==> src/rtl/z88_slot_ctrl_pkg.sv <==
// -----------------------------------------------------------------------------
// z88_slot_ctrl_pkg
// Shared definitions for the Z88 unified memory-slot controller:
//   - controller state encoding (IDLE / REQ / HOLD)
//   - fixed channel indices (internal ROM, internal RAM, first card slot)
//   - value returned on the CPU data bus when nothing drives it
//   - width of the access timeout counter
//   - helper sizing the channel-index field for a given channel count
// -----------------------------------------------------------------------------
package z88_slot_ctrl_pkg;

    typedef enum logic [1:0] {
        ST_IDLE = 2'd0,
        ST_REQ  = 2'd1,
        ST_HOLD = 2'd2
    } slot_state_e;

    localparam int CH_ROM = 0;
    localparam int CH_RAM = 1;
    localparam int CH_SE1 = 2;

    localparam logic [7:0] FLOAT_DATA = 8'hFF;

    localparam int TO_CNT_W = 8;

    // Width of a channel index; a single-channel build still needs one bit.
    function automatic int ch_idx_w(input int nch);
        return (nch > 1) ? $clog2(nch) : 1;
    endfunction

endpackage

==> src/rtl/z88_slot_sel.sv <==
// -----------------------------------------------------------------------------
// z88_slot_sel
// Combinational channel selector. Picks the lowest-numbered active (low)
// chip select, flags when more than one select is low, and forms the
// external address as CH_BASE[ch] | (ma & CH_MASK[ch]).
//
// Ports:
//   cs_n      in   NCH     channel selects, active low
//   ma        in   MA_W    Blink memory address
//   ch_idx    out  CH_W    index of the winning channel (0 when none)
//   mem_a     out  MEM_AW  relocated external address for that channel
//   any_sel   out  1       at least one select is low
//   multi_hit out  1       more than one select is low
// -----------------------------------------------------------------------------
module z88_slot_sel
    import z88_slot_ctrl_pkg::*;
#(
    parameter  int                      NCH     = 5,
    parameter  int                      MA_W    = 22,
    parameter  int                      MEM_AW  = 24,
    parameter  logic [NCH*MEM_AW-1:0]   CH_BASE = '0,
    parameter  logic [NCH*MEM_AW-1:0]   CH_MASK = {NCH{MEM_AW'(24'h07FFFF)}},
    localparam int                      CH_W    = ch_idx_w(NCH)
) (
    input  logic [NCH-1:0]    cs_n,
    input  logic [MA_W-1:0]   ma,
    output logic [CH_W-1:0]   ch_idx,
    output logic [MEM_AW-1:0] mem_a,
    output logic              any_sel,
    output logic              multi_hit
);

    logic [MEM_AW-1:0] ma_ext;
    logic [MEM_AW-1:0] base;
    logic [MEM_AW-1:0] mask;

    // Fit the Blink address to the external address width.
    if (MA_W >= MEM_AW) begin : g_ma_trunc
        assign ma_ext = ma[MEM_AW-1:0];
    end else begin : g_ma_zext
        assign ma_ext = {{(MEM_AW-MA_W){1'b0}}, ma};
    end

    always_comb begin
        // NOTE: every output of a combinational block gets a default before
        // any branch; a path that leaves one unassigned infers a latch.
        ch_idx    = '0;
        base      = '0;
        mask      = '0;
        any_sel   = 1'b0;
        multi_hit = 1'b0;
        // Scan from the top down so the lowest active index is written last
        // and therefore wins.
        for (int i = NCH - 1; i >= 0; i--) begin
            if (!cs_n[i]) begin
                if (any_sel) begin
                    multi_hit = 1'b1;
                end
                any_sel = 1'b1;
                ch_idx  = CH_W'(i);
                base    = CH_BASE[i*MEM_AW +: MEM_AW];
                mask    = CH_MASK[i*MEM_AW +: MEM_AW];
            end
        end
        mem_a = base | (ma_ext & mask);
    end

endmodule

==> src/rtl/z88_slot_ctrl.sv <==
// -----------------------------------------------------------------------------
// z88_slot_ctrl
// Unified Z88 memory-channel controller. Turns Blink chip selects and
// read/write strobes into a single req/ack transaction on the board memory
// port, stalls the Z80 through cpu_wait_n while the transaction is open,
// relocates each channel into external memory, blocks writes to protected
// channels, aborts requests that are never acknowledged, and returns read
// data from a register.
//
// Optional feature: define Z88_SLOT_CARD_WP_EN to add the card_wp input;
// a write to channel k with card_wp[k]=1 is treated like a ROM write.
// Without it only channel 0 (ROM) is write protected.
//
// Ports:
//   clk         in   1       master clock
//   reset_n     in   1       synchronous reset, active low
//   cs_n        in   NCH     channel selects (0=ROM, 1=RAM, 2..=card slots)
//   roe_n       in   1       read strobe, active low
//   wrb_n       in   1       write strobe, active low
//   ma          in   MA_W    Blink memory address
//   cpu_wdata   in   8       Z80 write data
//   card_wp     in   NCH     per-channel write protect (optional)
//   cpu_rdata   out  8       registered read data to Blink
//   cpu_wait_n  out  1       low stalls the Z80
//   mem_req     out  1       external request, held until mem_ack
//   mem_we      out  1       external write enable
//   mem_a       out  MEM_AW  external address
//   mem_wdata   out  8       external write data
//   mem_rdata   in   8       external read data, valid with mem_ack
//   mem_ack     in   1       one-cycle completion pulse
//   wp_err      out  1       pulse: write to a protected channel
//   to_err      out  1       pulse: request aborted by timeout
//   ch_err      out  1       pulse: several selects low at capture
// -----------------------------------------------------------------------------
module z88_slot_ctrl
    import z88_slot_ctrl_pkg::*;
#(
    parameter int                    NCH     = 5,
    parameter int                    MA_W    = 22,
    parameter int                    MEM_AW  = 24,
    parameter logic [NCH*MEM_AW-1:0] CH_BASE = '0,
    parameter logic [NCH*MEM_AW-1:0] CH_MASK = {NCH{MEM_AW'(24'h07FFFF)}},
    parameter int                    TIMEOUT = 255
) (
    input  logic              clk,
    input  logic              reset_n,
    input  logic [NCH-1:0]    cs_n,
    input  logic              roe_n,
    input  logic              wrb_n,
    input  logic [MA_W-1:0]   ma,
    input  logic [7:0]        cpu_wdata,
`ifdef Z88_SLOT_CARD_WP_EN
    input  logic [NCH-1:0]    card_wp,
`endif
    output logic [7:0]        cpu_rdata,
    output logic              cpu_wait_n,
    output logic              mem_req,
    output logic              mem_we,
    output logic [MEM_AW-1:0] mem_a,
    output logic [7:0]        mem_wdata,
    input  logic [7:0]        mem_rdata,
    input  logic              mem_ack,
    output logic              wp_err,
    output logic              to_err,
    output logic              ch_err
);

    localparam int                  CH_W    = ch_idx_w(NCH);
    // Abort happens on the TIMEOUT-th unacknowledged REQ cycle; the counter
    // starts at zero on entry, so that is the cycle it holds TIMEOUT-1.
    localparam logic [TO_CNT_W-1:0] TO_LAST = TO_CNT_W'(TIMEOUT - 1);

    slot_state_e         state_q,     state_d;
    logic                mem_req_q,   mem_req_d;
    logic                mem_we_q,    mem_we_d;
    logic [MEM_AW-1:0]   mem_a_q,     mem_a_d;
    logic [7:0]          mem_wdata_q, mem_wdata_d;
    logic [7:0]          cpu_rdata_q, cpu_rdata_d;
    logic [TO_CNT_W-1:0] to_cnt_q,    to_cnt_d;
    logic                wp_err_q,    wp_err_d;
    logic                to_err_q,    to_err_d;
    logic                ch_err_q,    ch_err_d;

    logic [CH_W-1:0]     sel_ch;
    logic [MEM_AW-1:0]   sel_a;
    logic                sel_any;
    logic                sel_multi;
    logic                access;
    logic                is_write;
    logic                wp_hit;

    z88_slot_sel #(
        .NCH     (NCH),
        .MA_W    (MA_W),
        .MEM_AW  (MEM_AW),
        .CH_BASE (CH_BASE),
        .CH_MASK (CH_MASK)
    ) u_sel (
        .cs_n      (cs_n),
        .ma        (ma),
        .ch_idx    (sel_ch),
        .mem_a     (sel_a),
        .any_sel   (sel_any),
        .multi_hit (sel_multi)
    );

    assign access   = sel_any & (~roe_n | ~wrb_n);
    // Write wins when both strobes are low.
    assign is_write = ~wrb_n;

`ifdef Z88_SLOT_CARD_WP_EN
    assign wp_hit = (sel_ch == CH_W'(CH_ROM)) | card_wp[sel_ch];
`else
    assign wp_hit = (sel_ch == CH_W'(CH_ROM));
`endif

    always_comb begin
        state_d     = state_q;
        mem_req_d   = mem_req_q;
        mem_we_d    = mem_we_q;
        mem_a_d     = mem_a_q;
        mem_wdata_d = mem_wdata_q;
        cpu_rdata_d = cpu_rdata_q;
        to_cnt_d    = to_cnt_q;
        wp_err_d    = 1'b0;
        to_err_d    = 1'b0;
        ch_err_d    = 1'b0;
        cpu_wait_n  = 1'b1;

        unique case (state_q)
            ST_IDLE: begin
                if (access) begin
                    // Stall immediately, before the request is even issued.
                    cpu_wait_n  = 1'b0;
                    mem_a_d     = sel_a;
                    mem_we_d    = is_write;
                    mem_wdata_d = cpu_wdata;
                    ch_err_d    = sel_multi;
                    if (is_write && wp_hit) begin
                        // Blocked write: never reaches the memory port.
                        wp_err_d = 1'b1;
                        state_d  = ST_HOLD;
                    end else begin
                        mem_req_d = 1'b1;
                        to_cnt_d  = '0;
                        state_d   = ST_REQ;
                    end
                end
            end

            ST_REQ: begin
                cpu_wait_n = 1'b0;
                if (mem_ack) begin
                    mem_req_d = 1'b0;
                    if (!mem_we_q) begin
                        cpu_rdata_d = mem_rdata;
                    end
                    state_d = ST_HOLD;
                end else if (to_cnt_q == TO_LAST) begin
                    mem_req_d   = 1'b0;
                    cpu_rdata_d = FLOAT_DATA;
                    to_err_d    = 1'b1;
                    state_d     = ST_HOLD;
                end else begin
                    to_cnt_d = to_cnt_q + TO_CNT_W'(1);
                end
            end

            ST_HOLD: begin
                // Wait for the CPU cycle to end so one strobe is served once.
                if (!access) begin
                    state_d = ST_IDLE;
                end
            end

            default: begin
                state_d   = ST_IDLE;
                mem_req_d = 1'b0;
            end
        endcase
    end

    always_ff @(posedge clk) begin
        // NOTE: registers are updated with non-blocking assignments so every
        // flop samples its _d value from before this edge.
        if (!reset_n) begin
            state_q     <= ST_IDLE;
            mem_req_q   <= 1'b0;
            mem_we_q    <= 1'b0;
            mem_a_q     <= '0;
            mem_wdata_q <= '0;
            cpu_rdata_q <= FLOAT_DATA;
            to_cnt_q    <= '0;
            wp_err_q    <= 1'b0;
            to_err_q    <= 1'b0;
            ch_err_q    <= 1'b0;
        end else begin
            state_q     <= state_d;
            mem_req_q   <= mem_req_d;
            mem_we_q    <= mem_we_d;
            mem_a_q     <= mem_a_d;
            mem_wdata_q <= mem_wdata_d;
            cpu_rdata_q <= cpu_rdata_d;
            to_cnt_q    <= to_cnt_d;
            wp_err_q    <= wp_err_d;
            to_err_q    <= to_err_d;
            ch_err_q    <= ch_err_d;
        end
    end

    assign mem_req   = mem_req_q;
    assign mem_we    = mem_we_q;
    assign mem_a     = mem_a_q;
    assign mem_wdata = mem_wdata_q;
    assign cpu_rdata = cpu_rdata_q;
    assign wp_err    = wp_err_q;
    assign to_err    = to_err_q;
    assign ch_err    = ch_err_q;

endmodule

==> config.mk <==
export PLATFORM = sky130hd
export DESIGN_NAME = z88_slot_ctrl
export DESIGN_NICKNAME = d
export VERILOG_FILES = /design/src/rtl/z88_slot_ctrl_pkg.sv /design/src/rtl/z88_slot_sel.sv /design/src/rtl/z88_slot_ctrl.sv
export SDC_FILE = /design/constraint.sdc
export NUM_CORES = 1
export LEC_CHECK = 0
export BUFFER_PORTS_ARGS = -buffer_cell sky130_fd_sc_hd__buf_2
export CORE_ASPECT_RATIO = 1.75
export CORE_UTILIZATION = 30
export CTS_CLUSTER_DIAMETER = 80
export DETAILED_ROUTE_END_ITERATION = 16
export SLEW_MARGIN = 5
export SYNTH_ARGS = -nofsm -noshare
export SYNTH_HDL_FRONTEND = slang
export SYNTH_SLANG_ARGS = --single-unit
==> constraint.sdc <==
create_clock -name clk -period 1.85 [get_ports clk]
set_input_delay 0.2775 -clock clk [delete_from_list [all_inputs] [get_ports clk]]
set_output_delay 0.2775 -clock clk [all_outputs]
set_load 0.02 [all_outputs]
==> out/qor.txt, run 1 <==
Cell type with the largest total area after synthesis -> dfxtp_1
Chip height -> 116 microns
Actual slew at the worst max-slew pin -> 519 ps
WP data required -> 2070 ps
Final HPWL DP -> 3.50 mm
DRT Pass-1 Iters -> 4
# Max-Cap Violations -> 0
Async SR Flop Fraction -> 0%
Post-CTS Setup Bufs -> 0
Via count -> 2001
Post-CTS sizing -> 0
Max Buffers Root-to-Sink -> 2
DP Area -> 2670 sq um
Die area -> 7750 sq um
Global placer's final weighted congestion -> 0.708
DP Cell Count -> 406
Endpoint class of the critical path -> flop
WL final -> 4.77 mm
Fin crit period -> 1620 ps
Total congestion overflow -> 0
Final hold viol count -> 0
Max Slew Vio Count -> 0
Yosys warning count -> 0
DRC -> 0
Vias in the first global route -> 1840
Setup CP Type -> reg2reg
Antenna-violating nets left -> 0
I/O Buffers -> 85
Clock root cell -> clkbuf_16
Mapped cell area -> 2220 sq um
Synth top area share -> 45.1%
Die width -> 67.0 microns
Final number of setup-violating endpoints -> 0
Fill count -> 769
Synthesis-to-layout area growth -> 27.8%
Synth unique cells -> 44
Max Fclk -> 0.619 GHz
GRT Total Usage -> 13.3%
TritonCTS clock tree -> built
Leakage power total -> 1.21 nW
DR WL/cell -> 11.5 microns
Pre-CTS WS -> 234 ps
Initial antenna violation count -> 0
Initial Util -> 30.9%
Fin crit share -> 87.4%
H-tree lvl count -> 2
First-pass GRT wire length -> 7.85 mm
Unrepaired setup endpoints after global routing -> false
Pwr Density -> 1010 nW/um^2
CP Data Arrival Time -> 1840 ps
Worst Path Max Fanout -> 55
Hold Slack -> 199 ps
Clk_lat worst skew -> 290 ps
# diodes -> 0
Fin nets -> 377
Startpoint types -> flop
Outcome -> completed
Ys flop type -> dfxtp_1
Core outline area -> 7180 sq um
Clock Skew -> 3.69 ps
Seq cells post-synth -> 50
Pwr Total -> 2.87 mW
Final non-filler cell total -> 414
Largest net degree at the start of global routing -> 56
Peak supply drop -> 0.000508 V
Max_slew headroom -> 65.4%
Vias per inst -> 4.83
Clock-pin slew on the worst setup and hold paths -> 70 ps
Sequential cell area fraction in the yosys report -> 45.1%
DR iter-0 viols -> 76
Site Rows -> 41
TritonCTS buffer count -> 5
FF+latch area -> 1000 sq um
Multi-input logic area -> 1070 sq um
Avg Inst Size Synth -> 8.98 sq um
CTS sink count -> 50
Number of hold buffers added after cts -> 0
Final setup margin -> 233 ps
Synth Instances -> 247
IO Pins -> 94
HP Class -> in2reg
Finished layout cell area -> 2830 sq um
Setup TNS -> 0 ps
Share of cells above drive strength 1 -> 37.2%
Ranking of synthesized cells by area -> dfxtp_1, nand2_1, nand3_1
Post-synth EDFFs -> 0
Final core utilization -> 39.5%
-- per-layer routing --
metal | vias up | share of wire [%] | track usage (%)
met5 | - | 0 | 0
met4 | 0 | 2.2 | 6.95
met3 | 7 | 4.9 | 3.25
met2 | 55 | 54 | 24.0
met1 | 921 | 39 | 13.6
li1 | 1018 | - | -
-- flip-flops by register name (all words and copies together) (netlist names) --
name / cells
ch_err: 1
cpu_rdata: 8
mem_a: 19
mem_req: 1
mem_wdata: 8
mem_we: 1
state_q: 2
to_cnt_q: 8
to_err: 1
wp_err: 1
-- path summary, 6_finish.rpt --
path / start / endpoint / slack, ps / depth (start not counted)
worst max-delay path: state_q[0] / mem_wdata[6] / 230 / 5
worst max register to register: state_q[0] / mem_wdata[6] / 230 / 5
worst min register to register: mem_a[3] / mem_a[3] / 450 / 2
worst min-delay path: ma[17] / mem_a[17] / 200 / 3
-- synth_stat cells, types with 4 or more instances --
cell type	instances
dfxtp_1	50
nand3_2	10
buf_4	7
o21ai_0	18
buf_2	5
nand3_1	20
o21ai_2	11
nor2_1	10
a21oi_1	4
nand4_1	4
nand2_1	41
inv_1	4
o21ai_1	11
o22a_1	8
-- placed cells by master (no fill, tap or decap), types with 5 or more instances in the layout --
| cell | count |
|---|---|
| nand3_2 | 10 |
| o21ai_1 | 11 |
| nand3_1 | 20 |
| o22a_1 | 8 |
| buf_2 | 85 |
| nand2_1 | 41 |
| clkbuf_16 | 5 |
| o21ai_0 | 18 |
| conb_1 | 5 |
| dfxtp_1 | 50 |
| nor2_1 | 10 |
| o21ai_2 | 11 |
-- cell type report --
class	count	share of cell area (%)
multi-input cells	177	37.9
flip-flops and latches	50	35.3
clock inverters	3	1.55
well taps	86	3.80
repair buffers	89	16.5
clock buffers	5	4.42
inverters	4	0.530
-- worst max-delay path, stage by stage, from the launching register on --
cell and delay [ps]:
dfxtp_1 400, or2_1 290, a221oi_4 300, buf_12 300, nand3_1 110, o21ai_0 90
-- kinds of logic after synthesis --
kind of cell,count (synthesis),synth area share (%)
fa+ha+maj,3,1.58
buf+inv,24,7.11
other cells,1,0.169
simple gates,103,24.7
flops,50,45.1
compound gates,66,21.3
-- power breakdown --
group | total, mW | internal, mW | switching [mW]
sequential | 1.22 | 1.17 | 0.0519
clock | 1.06 | 0.641 | 0.414
combinational | 0.588 | 0.207 | 0.381
total | 2.87 | 2.02 | 0.847
(Power assumes the default switching activity.)
==> run 2, diff against run 1 <==
--- a/config.mk
+++ b/config.mk
@@ -6,6 +6,7 @@
 export NUM_CORES = 1
 export LEC_CHECK = 0
 export BUFFER_PORTS_ARGS = -buffer_cell sky130_fd_sc_hd__buf_2
+export CAP_MARGIN = 15
 export CORE_ASPECT_RATIO = 1.75
 export CORE_UTILIZATION = 30
 export CTS_CLUSTER_DIAMETER = 80
@@ -13,4 +14,5 @@
 export SLEW_MARGIN = 5
 export SYNTH_ARGS = -nofsm -noshare
 export SYNTH_HDL_FRONTEND = slang
+export SYNTH_HIERARCHICAL = 1
 export SYNTH_SLANG_ARGS = --single-unit
==> run 2 against run 1 <==
Wire length up 29%. Clock power down 15%. Register-to-register slack better by 60 ps. Sequential power up 9.8%. Non-clock buffer count up 21. Area after synthesis up 15%. Global-route usage up 0.63 points. Via count up 17%. Synthesized cell count up 16%. Critical path type is now in2reg. Largest cell class unchanged. Largest power group unchanged.
==> out/qor.txt, run 2 <==
Fin crit period -> 1620 ps (+0.184 ps)
Max Buffers Root-to-Sink -> 2 (unchanged)
Pwr Total -> 2.99 mW (+4.3%)
Unrepaired setup endpoints after global routing -> false
Antenna-violating nets left -> 0 (unchanged)
Commonest cells post-synth -> nand2_1, dfxtp_1, a21boi_1
DRC -> 0 (unchanged)
Clk_lat worst skew -> 290 ps (about the same)
Hold Slack -> 195 ps (-3.93 ps)
Setup CP Type -> in2reg
Post-synth EDFFs -> 0 (unchanged)
Die width -> 71.7 microns (+7.1%)
Synth Instances -> 287 (+16%)
Most frequent cells in the layout -> buf_2, nand2_1, dfxtp_1, a21boi_1, buf_4
TritonCTS clock tree -> built
Synthesis-to-layout area growth -> 29.0%
Vias per inst -> 4.89 (+1.2%)
DP Area -> 3160 sq um (+18%)
Clock root cell -> clkbuf_16
Finished layout cell area -> 3290 sq um (+16%)
Final hold viol count -> 0 (unchanged)
Seq cells post-synth -> 55 (+10%)
Mapped cell area -> 2550 sq um (+15%)
Clock Skew -> 8.42 ps (+4.74 ps)
Final number of setup-violating endpoints -> 0 (unchanged)
Via count -> 2334 (+17%)
# Max-Cap Violations -> 0 (unchanged)
Cell type with the largest total area after synthesis -> dfxtp_1
Post-CTS sizing -> 0 (unchanged)
Outcome -> completed
Fill count -> 867 (+13%)
Top-count cell post-synth -> nand2_1
Vias in the first global route -> 2154 (+17%)
H-tree lvl count -> 2 (unchanged)
Core outline area -> 8260 sq um (+15%)
Final core utilization -> 39.9% (+0.42 points)
Worst-path cell chain -> buf_2 -> nand2b_1 -> a21boi_0 -> buf_4 -> nor4_2 -> o31ai_2 -> or2_2 -> mux2i_1
First-pass GRT wire length -> 9.63 mm (+23%)
GRT Total Usage -> 13.9% (+0.63 points)
Max_slew headroom -> 62.9% (-2.5 points)
Metal-1 WL -> 2.48 mm (+33%)
Detailed-routed wire length on met2 -> 3.35 mm (+30%)
Synth unique cells -> 50 (+14%)
Peak supply drop -> 0.000525 V (+3.4%)
TritonCTS buffer count -> 5 (unchanged)
Initial Util -> 30.9% (+0.038 points)
Sequential cell area fraction in the yosys report -> 43.1% (-2.0 points)
DR iter-0 viols -> 91 (+20%)
Max Slew Vio Count -> 0 (unchanged)
Global placer's final weighted congestion -> 0.776 (+9.5%)
Top Layer Used -> met4
Fin nets -> 434 (+15%)
Initial antenna violation count -> 0 (unchanged)
IO Pins -> 94 (unchanged)
Final HPWL DP -> 4.52 mm (+29%)
Max Fclk -> 0.618 GHz (about the same)
Startpoint types -> primary input
WL final -> 6.16 mm (+29%)
Clock-pin slew on the worst setup and hold paths -> 60 ps (about the same)
WP data required -> 2020 ps (-50 ps)
Yosys warning count -> 6 (+6)
Total congestion overflow -> 0 (unchanged)
DR WL/cell -> 12.9 microns (+12%)
Endpoint class of the critical path -> flop
Final non-filler cell total -> 477 (+15%)
Async SR Flop Fraction -> 0% (unchanged)
Slowest stage cell on the critical path -> o31ai_2
Max reg flops -> 24 (+5)
Number of hold buffers added after cts -> 0 (unchanged)
Largest net degree at the start of global routing -> 46 (-18%)
Site Rows -> 44 (+7.3%)
# diodes -> 0 (unchanged)
Die area -> 8900 sq um (+15%)
Ranking of synthesized cells by area -> dfxtp_1, nand2_1, a21boi_1
Fin crit share -> 87.4% (about the same)
Synth top area share -> 43.1% (-2.0 points)
DRT Pass-1 Iters -> 4 (unchanged)
Worst Path Max Fanout -> 6 (-89%)
DP Cell Count -> 469 (+16%)
Commonest non-fill, non-tap cell in the layout -> buf_2
Leakage power total -> 1.48 nW (+22%)
CP max stage delay -> 470 ps (+70 ps)
Met3 Wirelength -> 217 microns (-6.5%)
Actual slew at the worst max-slew pin -> 553 ps (+34.0 ps)
Share of cells above drive strength 1 -> 35.3% (-1.9 points)
I/O Buffers -> 90 (+5.9%)
HP Class -> in2reg
Chip height -> 124 microns (+7.2%)
Post-CTS Setup Bufs -> 0 (unchanged)
Ys flop type -> dfxtp_1
CP Data Arrival Time -> 1790 ps (-50 ps)
Avg Inst Size Synth -> 8.89 sq um (-0.92%)
CTS sink count -> 55 (+10%)
Pwr Density -> 907 nW/um^2 (-10%)
[run 2: cell count changes in the layout (fill, tap and decap cells not counted), sizes merged, moves of 3 or more]
cell    delta
a21boi    +56
dfxtp      +5
and2       -3
buf       +21
nand3     -21
or2        +3
nor2       -6
nand2     +33
o21ai     -39
[run 2: final timing paths]
kind / to / slack (ps) / from / depth (start not counted)
max: to_cnt_q[5] / 230 / cs_n[3] / 8
min: cpu_rdata[2] / 190 / mem_rdata[2] / 2
max reg2reg: to_cnt_q[4] / 290 / to_cnt_q[0] / 7
min reg2reg: mem_a[7] / 450 / mem_a[7] / 2
[run 2: metal layers]
metal  GRT usage, %  up-vias
met3           2.91        8
met5              0        -
met4           6.50        0
met2           26.2       59
met1           14.3     1084
li1               -     1183
[run 2: logic make-up (layout without fill, tap and decap cells)]
logic type	Yosys count	count (layout)	share of synthesized area (%)
flip-flops	55	55	43.1
AND/OR/NAND/NOR	108	108	19.8
buffers and inverters	27	121	5.93
adder cells (fa/ha/maj)	3	3	1.42
AO/OA/AOI/OAI	91	91	28.8
multiplexers	2	2	0.784
other	1	5	0.147
[run 2: report_power, final]
group / switching [mW] / internal (mW) / leakage [nW] / total [mW]
Combinational: 0.443 / 0.297 / 0.956 / 0.740
Clock: 0.403 / 0.501 / 0.0679 / 0.905
Sequential: 0.0554 / 1.29 / 0.451 / 1.34
Total: 0.902 / 2.09 / 1.48 / 2.99
[run 2: critical path: cells and delay by family]
kind,cells,cell delay [ps]
AO/OA/AOI/OAI,2,770
buffers and inverters,2,280
multiplexers,1,70
AND/OR/NAND/NOR,3,380
[run 2: metrics by stage]
step	worst slack (ps)	TNS (ps)
floorplan	135	0
global placement	-0.623	-0.623
detailed placement	-76.2	-338
CTS	224	0
global route	74.3	0
finish	233	0
[run 2: final cells by class]
type | count | area [sq um] | share of cell area (%)
clock inverter | 1 | 5.00 | 0.152
tap | 92 | 115 | 3.50
inverter | 3 | 11.3 | 0.342
clock buffer | 7 | 133 | 4.03
sequential | 55 | 1100 | 33.4
timing repair buffer | 110 | 613 | 18.6
multi-input combinational | 209 | 1320 | 39.9
